==> config.mk <==
export PLATFORM = sky130hd
export DESIGN_NAME = bus_responder
export DESIGN_NICKNAME = d
export VERILOG_FILES = /design/src/rtl/bus_responder.sv
export SDC_FILE = /design/constraint.sdc
export NUM_CORES = 2
export LEC_CHECK = 0
export BUFFER_PORTS_ARGS = -buffer_cell sky130_fd_sc_hd__buf_2
export CORE_ASPECT_RATIO = 0.5
export CORE_MARGIN = 2
export CORE_UTILIZATION = 65
export DETAILED_ROUTE_END_ITERATION = 16
export GPL_ROUTABILITY_DRIVEN = 0
export PLACE_DENSITY = 0.88
export SLEW_MARGIN = 20
export SYNTH_ARGS = -nofsm -noshare
export SYNTH_HDL_FRONTEND = slang
export SYNTH_SLANG_ARGS = --single-unit
==> constraint.sdc <==
create_clock -name clk -period 57.8 [get_ports clk]
set_input_delay 2.89 -clock clk [delete_from_list [all_inputs] [get_ports clk]]
set_output_delay 2.89 -clock clk [all_outputs]
set_load 0.01 [all_outputs]
==> src/rtl/bus_responder.sv <==
// ============================================================================
// bus_responder - single-word read/write responder on a flop-based memory,
// each access stretched by LATENCY busy cycles.
// Revision: 1.0
// ============================================================================
`default_nettype none

module bus_responder #(
  parameter int ADDR_W  = 5,
  parameter int LATENCY = 2
) (
  input  logic              clk,
  input  logic              rst,
  input  logic              read_i,
  input  logic              write_i,
  input  logic [ADDR_W-1:0] adr_i,
  input  logic [31:0]       cpu_dat_i,
  input  logic [3:0]        sel_i,
  output logic [31:0]       cpu_dat_o,
  output logic              busy_o
);

  localparam int         DEPTH    = 1 << ADDR_W;
  localparam logic [3:0] CNT_INIT = 4'(LATENCY - 1);

  typedef enum logic [0:0] {
    IDLE = 1'b0,
    BUSY = 1'b1
  } state_t;

  state_t              state_q, state_d;
  logic [3:0]          cnt_q, cnt_d;
  logic [ADDR_W-1:0]   adr_q, adr_d;
  logic [31:0]         dat_q, dat_d;
  logic [3:0]          sel_q, sel_d;
  logic                wr_q, wr_d;
  logic [31:0]         rdat_q, rdat_d;
  logic                busy_q, busy_d;
  logic                mem_we;
  logic [31:0]         mem_q [DEPTH];

  always_ff @(posedge clk or posedge rst) begin
    if (rst) begin
      state_q <= IDLE;
      cnt_q   <= 4'd0;
      adr_q   <= '0;
      dat_q   <= 32'd0;
      sel_q   <= 4'd0;
      wr_q    <= 1'b0;
      rdat_q  <= 32'd0;
      busy_q  <= 1'b0;
    end else begin
      state_q <= state_d;
      cnt_q   <= cnt_d;
      adr_q   <= adr_d;
      dat_q   <= dat_d;
      sel_q   <= sel_d;
      wr_q    <= wr_d;
      rdat_q  <= rdat_d;
      busy_q  <= busy_d;
    end
  end

  always_comb begin
    state_d = state_q;
    cnt_d   = cnt_q;
    adr_d   = adr_q;
    dat_d   = dat_q;
    sel_d   = sel_q;
    wr_d    = wr_q;
    rdat_d  = rdat_q;
    mem_we  = 1'b0;
    case (state_q)
      IDLE: begin
        // write_i has priority; a coincident read is simply dropped
        if (write_i || read_i) begin
          adr_d   = adr_i;
          dat_d   = cpu_dat_i;
          sel_d   = sel_i;
          wr_d    = write_i;
          cnt_d   = CNT_INIT;
          state_d = BUSY;
        end
      end
      BUSY: begin
        if (cnt_q != 4'd0) begin
          cnt_d = cnt_q - 4'd1;
        end else begin
          state_d = IDLE;
          if (wr_q) begin
            mem_we = 1'b1;
          end else begin
            rdat_d = mem_q[adr_q];
          end
        end
      end
      default: state_d = IDLE;
    endcase
    busy_d = (state_d == BUSY);
  end

  generate
    for (genvar w = 0; w < DEPTH; w++) begin : g_word
      always_ff @(posedge clk or posedge rst) begin
        if (rst) begin
          mem_q[w] <= 32'd0;
        end else if (mem_we && (adr_q == ADDR_W'(w))) begin
          for (int b = 0; b < 4; b++) begin
            if (sel_q[b]) begin
              mem_q[w][8*b +: 8] <= dat_q[8*b +: 8];
            end
          end
        end
      end
    end
  endgenerate

  assign cpu_dat_o = rdat_q;
  assign busy_o    = busy_q;

endmodule

`default_nettype wire

==> impl_results.md <==
- Status: completed
- Min cycle time layout: 6267 ps
- CTS tree: done
- Comb pwr share: 25.1%
- Pwr dens: approximately 44 nW/µm²
- Initial Util: about 66%
- Synth area leader: dfrtp_1
- Worst path required time: about 58000 ps
- 1st-iter DRT viols: between 2000 and 3000
- Port Buf Inserts: 77
- Max cap viols: 0
- Fin nets: about 3300
- Final worst path period share: 10.84%
- Max Freq: approximately 0.16 GHz
- Syn_area_per_cell: about 15 µm²
- Critical Path Fanout Max: between 100 and 150
- HPWL Detailed: 75520 µm
- GRT Overall Usage: about a third
- DRC violation count after routing: 0
- Power Internal: around 1.5 mW
- Final Hold Fails: 0
- Crit path DAT: 6920 ps
- Synth top cells by count: dfrtp_1, mux2_2, mux2i_1, clkbuf_1, mux4_2
- Vias per cell: a little under 7
- #FFs+latches synth: between 1000 and 1500
- Slew HR: 20.86%
- Largest net degree at the start of global routing: about 180
- Synth top area cells: dfrtp_1, mux2_2, mux4_2
- Die Y-Extent: 200.4 µm
- # setup viols final: 0
- Asr flop ratio synth: 100.0%
- Die area: 79540 µm²
- CTS Root Cell: clkbuf_16
- Startpoint Class: input pin
- DRT Pass-1 Iters: 7
- Ant diodes: 0
- Post-route ant nets: 0
- Ports: between 70 and 80
- DRT Wirelength: roughly 120000 µm
- Cts-stage hold buffer count: 0
- Clock transition at path regs: around 70 ps
- Initial antenna violation count: 0
- Slew Limit Fails: 0
- Mux contribution to synthesized area: a little over a third
- TritonCTS Buffers: 93
- RSZ-0062 raised after global routing: false
- CP Class: in -> async
- Synth cell types: 49
- Final instance area: about 54000 µm²
- Clock power frac: roughly 27%
- Vias in the first global route: 32070
- Switching share of power: roughly a third
- Worst Setup End Kind: asynchronous set/reset pin
- Cells after Synth: between 3000 and 4000
- Clock buffer depth: 3
- Main synth FF type: dfrtp_1
- Total gr overflow: 0
- # rows: 71
- Worst Max-Slew Pin Slew: 1187 ps
- Simple-gate portion of the synthesized area: about 3.3%
- Post-synth top area share: a little under three fifths
- Net Count, Synth: 3374
- Sw Pwr: 0.8347 mW
- H-tree depth: 3
- Peak supply drop: 0.03611 mV
- LEAKAGE: roughly 26 nW
- Floorplan core area: 75780 µm²
- Synth Warn #: 0
- Skew final: between 20 and 30 ps
- Routed via count: 29830
- Number of clock sinks: around 1100
- WL/cell: between 20 and 30 µm
- Seq pwr share: a little under half
- Clock latency at the later pin of the worst-skew pair: between 600 and 700 ps
- Setup TNS: 0 ps
- Compound-Gate Fraction of Synth Area: 3.744%
- Ratio of cells with drive above 1 in the final layout: 48.87%
- DP Area: 51070 µm²
- Sequential area share after synthesis: between 50% and 60%
- First-pass GRT wire length: roughly 190000 µm
- Die Wd: ~400 µm
- Area delta synth->final: 8.219%
- Most frequent cell after synthesis: dfrtp_1
- # fillers: 4465
- # resized after CTS: 0
- Largest family of logic cells by synthesized area: multiplexers
- XOR/XNOR Fraction of Synth Area: less than 1%
- Post-synth design cell area: between 50000 and 60000 µm²
- Post-synth EDFFs: 0
- Synth Area in Adders: 0.02494%
- # Post-CTS Setup Buffers: 0
- Hold Path Class: reg -> reg
## logic make-up after synthesis
family / after synthesis
muxes: 1482
DFF: 1103
AOI/OAI and AO/OA: 259
buffers and inverters: 256
and+or+nand+nor: 225
xor gates and xnor gates: 2
adders and majority gates: 1
## metrics by stage
step           hold WS, ps  utilization (%)  instances  power, mW  setup WS, ps
6_report             489.8            71.63       4392      2.366         51530
5_1_grt              511.5            71.63       4392      2.452         50860
4_1_cts              491.8            71.47       4388      2.350         51160
3_5_place_dp         477.2            67.39       4219      1.705         50450
3_3_place_gp         466.9            67.39       4219      1.671         50570
2_1_floorplan        452.6                -       3328      1.501         23850
## cell usage in the layout, fill, tap and decap left out, types with 3 or more instances in the layout
| cell type | Yosys | routed |
|---|---|---|
| nand4_1 | 3 | 3 |
| clkinv_2 | 0 | 12 |
| clkinvlp_4 | 0 | 3 |
| nand4_2 | 3 | 3 |
| nor2_2 | 70 | 69 |
| dfrtp_2 | 0 | 19 |
| a2111oi_1 | 8 | 16 |
| nand3b_1 | 3 | 3 |
| nand2_1 | 17 | 17 |
| inv_1 | 5 | 4 |
| clkbuf_16 | 0 | 95 |
| a2111oi_0 | 23 | 15 |
| and2_1 | 4 | 3 |
| buf_2 | 51 | 77 |
| or3_1 | 3 | 3 |
| nand2_2 | 6 | 6 |
| nor2_1 | 36 | 35 |
| mux2_2 | 1092 | 1092 |
| mux4_2 | 128 | 128 |
| inv_6 | 0 | 5 |
| o22ai_1 | 97 | 97 |
| or2_1 | 11 | 11 |
| buf_4 | 26 | 38 |
| nor3_4 | 12 | 12 |
| dfrtp_1 | 1103 | 1081 |
| clkbuf_1 | 161 | 26 |
| bufinv_16 | 0 | 7 |
| a22oi_1 | 32 | 32 |
| clkbuf_8 | 0 | 19 |
| dfrtp_4 | 0 | 3 |
| o211ai_1 | 32 | 32 |
| nor2_4 | 32 | 34 |
| nand3_1 | 6 | 4 |
| nor2b_1 | 4 | 3 |
| buf_12 | 2 | 3 |
| mux2i_1 | 256 | 256 |
| mux2_1 | 6 | 6 |
| a211oi_1 | 64 | 64 |
## critical path: stages
cell    delay (ps)
buf_2          130
inv_8          490
buf_4          850
buf_4          790
buf_4          420
buf_16         310
buf_4          790
## path summary, 6_finish.rpt
kind	cells after the start	slack [ps]	end	from
max in group clk	7	52460	cpu_dat_o[28]$_DFFE_PP0P_	adr_q[1]$_DFFE_PP0P_
hold reg to reg	1	490	mem_q[128]$_DFFE_PP0P_	mem_q[128]$_DFFE_PP0P_
setup reg to reg	7	52460	cpu_dat_o[28]$_DFFE_PP0P_	adr_q[1]$_DFFE_PP0P_
setup / recovery	7	51530	mem_q[341]$_DFFE_PP0P_	rst
hold / removal	1	490	mem_q[128]$_DFFE_PP0P_	mem_q[128]$_DFFE_PP0P_
min in group asynchronous	2	2360	mem_q[805]$_DFFE_PP0P_	rst
## per-layer routing
layer	track usage, %	up-vias	routed length [µm]
li1	-	12290	-
met1	43.59	16020	50580
met2	49.32	1216	58560
met3	8.003	304	10490
met4	10.77	0	4310
met5	0	-	0
## cell type report
cell class	count	area, µm²	area share, %
Clock buffer	140	2736	5.041
Clock inverter	29	356.6	0.6569
Inverter	5	26.28	0.04840
Multi-Input combinational cell	1969	21410	39.44
Sequential cell	1103	27640	50.91
Tap cell	1022	1279	2.356
Timing Repair Buffer	124	838.3	1.544
## sequential cells by signal, summed over array words and instances (netlist names)
register	count
cpu_dat_o	32
sel_q	4
dat_q	32
cnt_q	4
busy_o	1
wr_q	1
adr_q	5
mem_q	1024
## power by group through the flow
stage,Combinational (mW),Clock [mW],Sequential (mW)
after CTS,0.578,0.649,1.12
after detailed placement,0.572,0,1.13
after global placement,0.556,0,1.11
after floorplan,0.520,0,0.981
after global routing,0.623,0.684,1.14
final,0.594,0.647,1.13
(Power assumes the default switching activity.)
